`src/rtl/fetch_pkg.sv`:
```
// Shared types and constants for the instruction fetch stage.
package fetch_pkg;

  localparam logic [31:0] FETCH_STEP       = 32'd4;
  localparam logic [31:0] RESET_PC_DEFAULT = 32'h0000_0000;

  typedef struct packed {
    logic [31:0] pc;
    logic [31:0] instr;
  } fetch_entry_t;

  function automatic logic [31:0] word_align(input logic [31:0] addr);
    return {addr[31:2], 2'b00};
  endfunction

endpackage

```
`src/rtl/sync_fifo.sv`:
```
// Small synchronous FIFO with flush and a registered head word.
// The head register shows EMPTY_HEAD whenever the FIFO holds nothing.
module sync_fifo #(
  parameter int               WIDTH      = 64,
  parameter int               DEPTH      = 4,
  parameter logic [WIDTH-1:0] EMPTY_HEAD = '0
) (
  input  logic                   clk,
  input  logic                   rst,
  input  logic                   push,
  input  logic [WIDTH-1:0]       push_data,
  input  logic                   pop,
  input  logic                   flush,
  output logic                   full,
  output logic                   empty,
  output logic [$clog2(DEPTH):0] count,
  output logic [WIDTH-1:0]       head
);

  localparam int PTR_W = $clog2(DEPTH);

  logic [WIDTH-1:0] mem_q [DEPTH];
  logic [WIDTH-1:0] mem_d [DEPTH];
  logic [PTR_W-1:0] rd_ptr_q, rd_ptr_d;
  logic [PTR_W-1:0] wr_ptr_q, wr_ptr_d;
  logic [PTR_W:0]   count_q, count_d;
  logic [WIDTH-1:0] head_q, head_d;
  logic             do_push, do_pop;

  // The head is looked up from the next-state array so a push into an empty FIFO is visible next cycle.
  always_comb begin
    do_pop   = pop && (count_q != '0) && !flush;
    do_push  = push && !flush && ((count_q != (PTR_W+1)'(DEPTH)) || do_pop);
    mem_d    = mem_q;
    rd_ptr_d = rd_ptr_q;
    wr_ptr_d = wr_ptr_q;
    count_d  = count_q;
    head_d   = EMPTY_HEAD;
    if (flush) begin
      rd_ptr_d = '0;
      wr_ptr_d = '0;
      count_d  = '0;
    end else begin
      if (do_push) begin
        mem_d[wr_ptr_q] = push_data;
        wr_ptr_d        = wr_ptr_q + PTR_W'(1);
      end
      if (do_pop) begin
        rd_ptr_d = rd_ptr_q + PTR_W'(1);
      end
      count_d = count_q + (PTR_W+1)'(do_push) - (PTR_W+1)'(do_pop);
    end
    if (count_d != '0) begin
      head_d = mem_d[rd_ptr_d];
    end
  end

  always_ff @(posedge clk) begin
    if (rst) begin
      for (int i = 0; i < DEPTH; i++) begin
        mem_q[i] <= '0;
      end
      rd_ptr_q <= '0;
      wr_ptr_q <= '0;
      count_q  <= '0;
      head_q   <= EMPTY_HEAD;
    end else begin
      mem_q    <= mem_d;
      rd_ptr_q <= rd_ptr_d;
      wr_ptr_q <= wr_ptr_d;
      count_q  <= count_d;
      head_q   <= head_d;
    end
  end

  assign full  = (count_q == (PTR_W+1)'(DEPTH));
  assign empty = (count_q == '0);
  assign count = count_q;
  assign head  = head_q;

endmodule

```
`src/rtl/fetch_unit.sv`:
```
// Instruction fetch stage: issues word reads, buffers in-order responses,
// and restarts on redirect while discarding responses to stale requests.
module fetch_unit
  import fetch_pkg::*;
#(
  parameter int          DEPTH    = 4,
  parameter logic [31:0] RESET_PC = RESET_PC_DEFAULT
) (
  input  logic        CLK,
  input  logic        RST,
  output logic        MEM_REQ_VALID,
  input  logic        MEM_REQ_READY,
  output logic [31:0] MEM_REQ_ADDR,
  input  logic        MEM_RSP_VALID,
  input  logic [31:0] MEM_RSP_DATA,
  output logic        INSTR_VALID,
  input  logic        INSTR_READY,
  output logic [31:0] INSTR,
  output logic [31:0] INSTR_PC,
  input  logic        REDIRECT,
  input  logic [31:0] REDIRECT_PC
);

  localparam int CNT_W  = $clog2(DEPTH) + 1;
  localparam int DROP_W = CNT_W + 2;

  logic [31:0]       fetch_pc_q, fetch_pc_d;
  logic [31:0]       rsp_pc_q, rsp_pc_d;
  logic [CNT_W-1:0]  outstanding_q, outstanding_d;
  logic [DROP_W-1:0] drop_q, drop_d;

  logic [CNT_W-1:0]  buf_count;
  logic              buf_full, buf_empty;
  logic [CNT_W:0]    in_use;
  logic              req_fire, rsp_keep, rsp_drop, buf_push, buf_pop;
  fetch_entry_t      push_entry, head_entry;

  // Outstanding counts only live requests; stale ones move into drop and stop limiting issue.
  always_comb begin
    in_use        = {1'b0, buf_count} + {1'b0, outstanding_q};
    MEM_REQ_VALID = !RST && !buf_full && (in_use < (CNT_W+1)'(DEPTH));
    MEM_REQ_ADDR  = fetch_pc_q;
    req_fire      = MEM_REQ_VALID && MEM_REQ_READY;
    rsp_drop      = MEM_RSP_VALID && (drop_q != '0);
    rsp_keep      = MEM_RSP_VALID && (drop_q == '0);
    buf_push      = rsp_keep && !REDIRECT;
    buf_pop       = INSTR_READY && !buf_empty;

    push_entry.pc    = rsp_pc_q;
    push_entry.instr = MEM_RSP_DATA;

    fetch_pc_d    = fetch_pc_q;
    rsp_pc_d      = rsp_pc_q;
    outstanding_d = outstanding_q;
    drop_d        = drop_q;

    if (REDIRECT) begin
      fetch_pc_d    = word_align(REDIRECT_PC);
      rsp_pc_d      = word_align(REDIRECT_PC);
      outstanding_d = '0;
      drop_d        = drop_q + DROP_W'(outstanding_q) + DROP_W'(req_fire)
                      - DROP_W'(MEM_RSP_VALID);
    end else begin
      if (req_fire) begin
        fetch_pc_d = fetch_pc_q + FETCH_STEP;
      end
      if (buf_push) begin
        rsp_pc_d = rsp_pc_q + FETCH_STEP;
      end
      outstanding_d = outstanding_q + CNT_W'(req_fire) - CNT_W'(rsp_keep);
      if (rsp_drop) begin
        drop_d = drop_q - DROP_W'(1);
      end
    end
  end

  always_ff @(posedge CLK) begin
    if (RST) begin
      fetch_pc_q    <= RESET_PC;
      rsp_pc_q      <= RESET_PC;
      outstanding_q <= '0;
      drop_q        <= '0;
    end else begin
      fetch_pc_q    <= fetch_pc_d;
      rsp_pc_q      <= rsp_pc_d;
      outstanding_q <= outstanding_d;
      drop_q        <= drop_d;
    end
  end

  sync_fifo #(
    .WIDTH     ($bits(fetch_entry_t)),
    .DEPTH     (DEPTH),
    .EMPTY_HEAD({RESET_PC, 32'h0000_0000})
  ) u_buf (
    .clk      (CLK),
    .rst      (RST),
    .push     (buf_push),
    .push_data(push_entry),
    .pop      (buf_pop),
    .flush    (REDIRECT),
    .full     (buf_full),
    .empty    (buf_empty),
    .count    (buf_count),
    .head     (head_entry)
  );

  assign INSTR_VALID = !buf_empty;
  assign INSTR       = head_entry.instr;
  assign INSTR_PC    = head_entry.pc;

endmodule
```
`config.mk`:
```
export PLATFORM = sky130hd
export DESIGN_NAME = fetch_unit
export DESIGN_NICKNAME = d
export VERILOG_FILES = /design/src/rtl/fetch_pkg.sv /design/src/rtl/sync_fifo.sv /design/src/rtl/fetch_unit.sv
export SDC_FILE = /design/constraint.sdc
export NUM_CORES = 1
export LEC_CHECK = 0
export CAP_MARGIN = 20
export CELL_PAD_IN_SITES_DETAIL_PLACEMENT = 0
export CELL_PAD_IN_SITES_GLOBAL_PLACEMENT = 2
export CORE_MARGIN = 2
export CORE_UTILIZATION = 38
export CTS_BUF_LIST = sky130_fd_sc_hd__clkbuf_16
export CTS_CLUSTER_SIZE = 30
export DETAILED_ROUTE_END_ITERATION = 10
export GPL_TIMING_DRIVEN = 0
export MAX_ROUTING_LAYER = met4
export PLACE_DENSITY = 0.82
export SYNTH_ARGS = -nofsm -noshare
export SYNTH_HDL_FRONTEND = slang
export SYNTH_SLANG_ARGS = --single-unit
```
`constraint.sdc`:
```
create_clock -name CLK -period 9.8 [get_ports CLK]
set_clock_uncertainty 0.05 [all_clocks]
set_input_delay 2.94 -clock CLK [delete_from_list [all_inputs] [get_ports CLK]]
set_output_delay 2.94 -clock CLK [all_outputs]
set_load 0.03 [all_outputs]
```
# Yosys cells after proc, flatten, opt, wreduce, memory -nomap -nowiden
# Cells that the tools add are included.
# totals
regBits	399
input_bits	70
out_inout_bits	98
# classes
n_addsub	13
n_lt_le_gt_ge	4
eq_ne	2
muxes	17
bitwise_logic	3
n_reduce_logical	27
# ops
cell	n
two-way mux 256 bit	2
bitwise mux 256 bit	1
two-way mux 64 bit	3
binary-select mux 64 bit (select 2 bit)	1
demux 64 bit (select 2 bit)	1
two-way mux 32 bit	4
adder 32 x 3 -> 32 bit (second input constant)	2
logical AND 1 bit	12
two-way mux 5 bit	2
adder 3 x 1 -> 3 bit	2
>= comparator 3 bit (second input constant)	2
NOT 2 -> 3 bit	2
nonzero test 2 bit	3
nonzero test 3 bit	2
subtractor 3 x 1 -> 3 bit	2
adder 5 x 1 -> 5 bit	1
adder 5 x 3 -> 5 bit	1
zero test 5 bit	1
nonzero test 5 bit	1
subtractor 5 x 1 -> 5 bit	1
subtractor 5 x 1 -> 5 bit (second input constant)	1
adder 2 x 1 -> 2 bit (second input constant)	2
adder 3 x 3 -> 4 bit	1
zero test 1 bit	4
other kinds (10)	12

# Longest topological paths before layout
# depth
word_depth	13
depth_mapped	17
ltp_nobuf	13

# By module
# Synthesis repeated with hierarchy kept, for this count alone.
# unflattened
hier_cells	2485
area_unflattened_um2	19246.0
# modules_own_cells
module	n_inst	cells_per_inst	area_per_inst_um2	seq_area_each_um2
sync_fifo	1	1995	15145.8	6546.3
fetch_unit	1	490	4100.2	1361.3

# Worst setup path after synthesis
# Ideal clock, no wire load.
# synth_path
path_kind	input to output
startpoint	in RST
endpoint	out MEM_REQ_VALID
t_arrival_ns	3.826
required_ns	6.810
slack_ns	2.984
stages	3
n_path_buf	1
cell_sequence	clkbuf_1 nor4_1 and3_1
# synth_via
elab_chain_len	3
# synth_rtl
item	line_no	rtl
start: declaration	fetch_unit.sv:10	input logic RST,
zero test 1 bit	fetch_unit.sv:41	MEM_REQ_VALID = !RST && !buf_full && (in_use < (CNT_W+1)'(DEPTH));
logical AND 1 bit (2 in series)	fetch_unit.sv:41	
end: declaration	fetch_unit.sv:11	output logic MEM_REQ_VALID,
# Every way passes these cells.

# Worst setup path after layout
# layout_path
startpoint	in REDIRECT
endpoint	reg u_buf.head_q[59], in the netlist u_buf.head[59]
# layout_via
elab_chain_len	10
# layout_rtl
item	line_no	rtl
start: declaration	fetch_unit.sv:20	input logic REDIRECT,
zero test 1 bit	sync_fifo.sv:32, sync_fifo.sv:33, fetch_unit.sv:46	
logical AND 1 bit, on equally long branches	fetch_unit.sv:46, sync_fifo.sv:32	
logical AND 1 bit or logical OR 1 bit (tied branches)	sync_fifo.sv:33	do_push = push && !flush && ((count_q != (PTR_W+1)'(DEPTH)) || do_pop);
logical AND 1 bit	sync_fifo.sv:33	
adder 3 x 1 -> 3 bit	sync_fifo.sv:51	count_d = count_q + (PTR_W+1)'(do_push) - (PTR_W+1)'(do_pop);
subtractor 3 x 1 -> 3 bit	sync_fifo.sv:51	
two-way mux 3 bit	sync_fifo.sv:39	if (flush) begin
nonzero test 3 bit	sync_fifo.sv:53	if (count_d != '0) begin
NOT 1 bit (no line)	-	
OR reduction 2 bit (no line)	-	
end signal: assignment	sync_fifo.sv:66	head_q <= EMPTY_HEAD;
end signal: assignment	sync_fifo.sv:72	head_q <= head_d;
end: declaration	sync_fifo.sv:27	logic [WIDTH-1:0] head_q, head_d;
# Parallel ways exist; a longest one is shown, timed or not. The select of a mux whose other input is x is not followed.
# A chain may end at the register's enable or synchronous reset.

==> flow_summary_export.csv <==
group,metric,value,unit
routing,wl,75.1,mm
power_and_ir_drop,ir_drop,0.122,mV
worst_setup_path,critPathKind,"in -> reg",
cells_and_area,layout_common_cells,"nand2_1, dfxtp_1, a21oi_1",
power_and_ir_drop,powerDensity,180,nW/um^2
worst_setup_path,cp-end-kind,"flip-flop",
cts,clock-sinks,395,
worst_setup_path,critPathLaunchType,"input pin",
routing,first_pass_iters,6,
routing,drtIter0Drc,1662,
worst_setup_path,path_delay_family,"buffers and inverters",
cells_and_area,drive_gt1_share,8.76,%
timing,fmax,123,MHz
die,core_area,52400,sq um
worst_setup_path,crit_fanout,10,
worst_setup_path,slowest_stage,"clkbuf_1",
yosys,synth_edf_count,0,
yosys,synth.avg_cell_area,8.26,sq um
routing,detail_route.wl_per_cell,22.3,microns
cts,htreeDepth,2,
global_routing,overflow,0,
cts,cts_tree,"built",
die,start_util,38.3,%
worst_setup_path,required,10.20,ns
worst_setup_path,cp.arrival,8.51,ns
yosys,synth_area,20100,sq um
power_and_ir_drop,power.leakage,8.69,nW
cts,cts.path.max_buffers,3,
place,place_hpwl,53.0,mm
yosys,ys_dominant_reg_cell,"dfxtp_1",
timing,hold_viol_final,0,
cells_and_area,regArea,7910,sq um
timing,max_slew_margin,29.0,%
yosys,yosysSeqAreaShare,39.4,%
cells_and_area,n_antenna_cell,0,
timing,setup_viol,0,
global_routing,track_usage,27.9,%
cells_and_area,fillers,5329,
min_path,worstHoldPathType,"reg -> reg",
run,maxCapViolations,0,
routing,wl_met1,34.0,mm
global_routing,grt_pass1_wl,114,mm
cts,clk_pin_slew,0.06,ns
cells_and_area,multi_input_area,10300,sq um
cts,cts_buffers,48,
cells_and_area,final_common_cell,"nand2_1",
cts,post_cts_buffers,0,
worst_setup_path,crit_path_max_incr_delay,0.70,ns
cts,hold_buffers,0,
place,port-buffer-count,162,
routing,vias,19400,
worst_setup_path,crit_top_cell,"clkbuf_1",
die,dieWidth,234,microns
worst_setup_path,path_buf_inv,9,
yosys,syn_inst,2433,
yosys,ys_types,63,
routing,ant_nets,0,
global_routing,grt_pass1_vias,18700,
die,io_pins,168,
yosys,yosysWarnings,0,
routing,vias_per_cell,5.76,
place,gp_congestion,0.879,
routing,highest_layer,"met4",
die,die_y,234,microns
routing,wl_met2,35.0,mm
global_routing,grt_max_degree,13,
timing,tns,0,ns
yosys,ys_seq_elements,395,
timing,min_period,8.11,ns
timing,min_period_over_period,82.7,%
yosys,async_flop_share,0,%
routing,drc,0,
timing,worst_pin_slew,1.07,ns
die,num_rows,84,
cts,worstSkewPairLatency,0.60,ns
die,die_area,54700,sq um
cells_and_area,area_delta_synth_final,20.3,%
global_routing,antenna_found_initial,0,
cells_and_area,layout.nets,2742,
timing,rsz0062_at_grt,"false",
cts,root_buffer,"clkbuf_16",
cts,cts_resized,0,
cells_and_area,utilization,46.1,%
worst_setup_path,path_cells,"clkdlybuf4s50_1 > clkbuf_1 > inv_1 > clkbuf_1 > clkbuf_1 > and2_1 > ha_1 > inv_1 > ha_1 > inv_1 > fa_1 > nand2b_1 > o21ai_0 > clkbuf_1 > clkbuf_1 > nor3_1 > a32oi_1 > o21ai_1",
timing,slew_violations,0,
outcome,status,"completed",
routing,routed-wl-met3,4.00,mm
## metal layers
layer	global-route usage, %	vias up
li1	-	9192
met1	37.5	9476
met2	43.9	638
met3	2.87	131
met4	8.98	0
met5	-	-
## tightest hold or removal path: cells and delay by family (launching register included)
kind / cells / cell delay [ns]
buffers and inverters: 1 / 0.06
DFF: 1 / 0.30
and+or+nand+nor: 1 / 0.05
## worst paths after layout
| kind | slack, ns | cells after the start | start | to |
|---|---|---|---|---|
| worst max-delay path | 1.69 | 18 | REDIRECT | u_buf.head[59] |
| worst max register to register | 4.18 | 15 | u_buf.count[2] | u_buf.head[59] |
| worst min register to register | 0.40 | 2 | u_buf.mem_q[33] | u_buf.mem_q[33] |
| worst min-delay path | 0.40 | 2 | u_buf.mem_q[33] | u_buf.mem_q[33] |
## stage by stage
step | hold WS (ns) | std cells | setup slack (ns) | total power, mW | cell area [sq um]
after global routing | 0.418 | 3372 | 1.47 | 4.52 | 24200
after floorplan | 0.371 | 2434 | 2.98 | 2.27 | 20100
after global placement | 0.382 | 3284 | 1.18 | 2.57 | 22600
after CTS | 0.398 | 3371 | 1.77 | 4.37 | 24200
after detailed placement | 0.387 | 3285 | 1.15 | 2.58 | 22600
final | 0.400 | 3372 | 1.69 | 4.35 | 24200
## cell type report
class	count	area share, %
clock buffers	50	5.18
multi-input cells	1653	42.6
inverters	125	1.94
repair buffers	164	6.86
flip-flops and latches	395	32.7
well taps	688	3.56
clock inverters	36	1.24
plain buffers	261	5.90
## power breakdown
| part | switching, mW | leakage, nW | internal, mW |
|---|---|---|---|
| registers | 0.0384 | 3.20 | 1.66 |
| clock network | 0.738 | 0.796 | 1.05 |
| logic | 0.564 | 4.70 | 0.305 |
## Yosys cell counts (7+ instances only)
cell type | n | share of area, %
o221ai_2 | 40 | 3.0
buf_4 | 19 | 0.71
a32oi_1 | 62 | 2.7
a21boi_0 | 31 | 1.2
buf_2 | 47 | 1.2
nor2_1 | 90 | 1.7
and2_1 | 10 | 0.31
nor3_1 | 98 | 2.4
clkbuf_1 | 153 | 2.9
buf_12 | 7 | 0.70
nand2_1 | 396 | 7.4
inv_1 | 124 | 2.3
o21ai_1 | 62 | 1.5
mux2i_1 | 66 | 3.3
and4_1 | 12 | 0.52
nor3b_1 | 12 | 0.45
ha_1 | 20 | 1.2
a21oi_1 | 284 | 7.1
o41ai_1 | 124 | 5.4
nor4_1 | 23 | 0.72
nand4_1 | 19 | 0.59
o31a_1 | 14 | 0.61
nand3_1 | 20 | 0.50
xnor2_1 | 38 | 1.7
or3_1 | 125 | 3.9
dfxtp_1 | 395 | 39
o221ai_1 | 22 | 0.96
buf_1 | 8 | 0.15
buf_6 | 27 | 1.5
## flip-flops by register name (all words and copies together), names as in the netlist
signal	count
MEM_REQ_ADDR	30
drop_q	5
outstanding_q	3
rsp_pc_q	30
u_buf.count	3
u_buf.head	64
u_buf.mem_q	256
u_buf.rd_ptr_q	2
u_buf.wr_ptr_q	2
## kinds of logic after synthesis
logic type | count (synthesis) | share of synthesized area [%]
buffers and inverters | 386 | 9.44
xor gates and xnor gates | 44 | 1.99
and+or+nand+nor | 840 | 20.3
DFF | 395 | 39.4
muxes | 69 | 3.47
adders and majority gates | 24 | 1.64
AOI/OAI and AO/OA | 674 | 23.8
other | 1 | 0.0187
No activity file was read; power rests on OpenSTA's default activity.
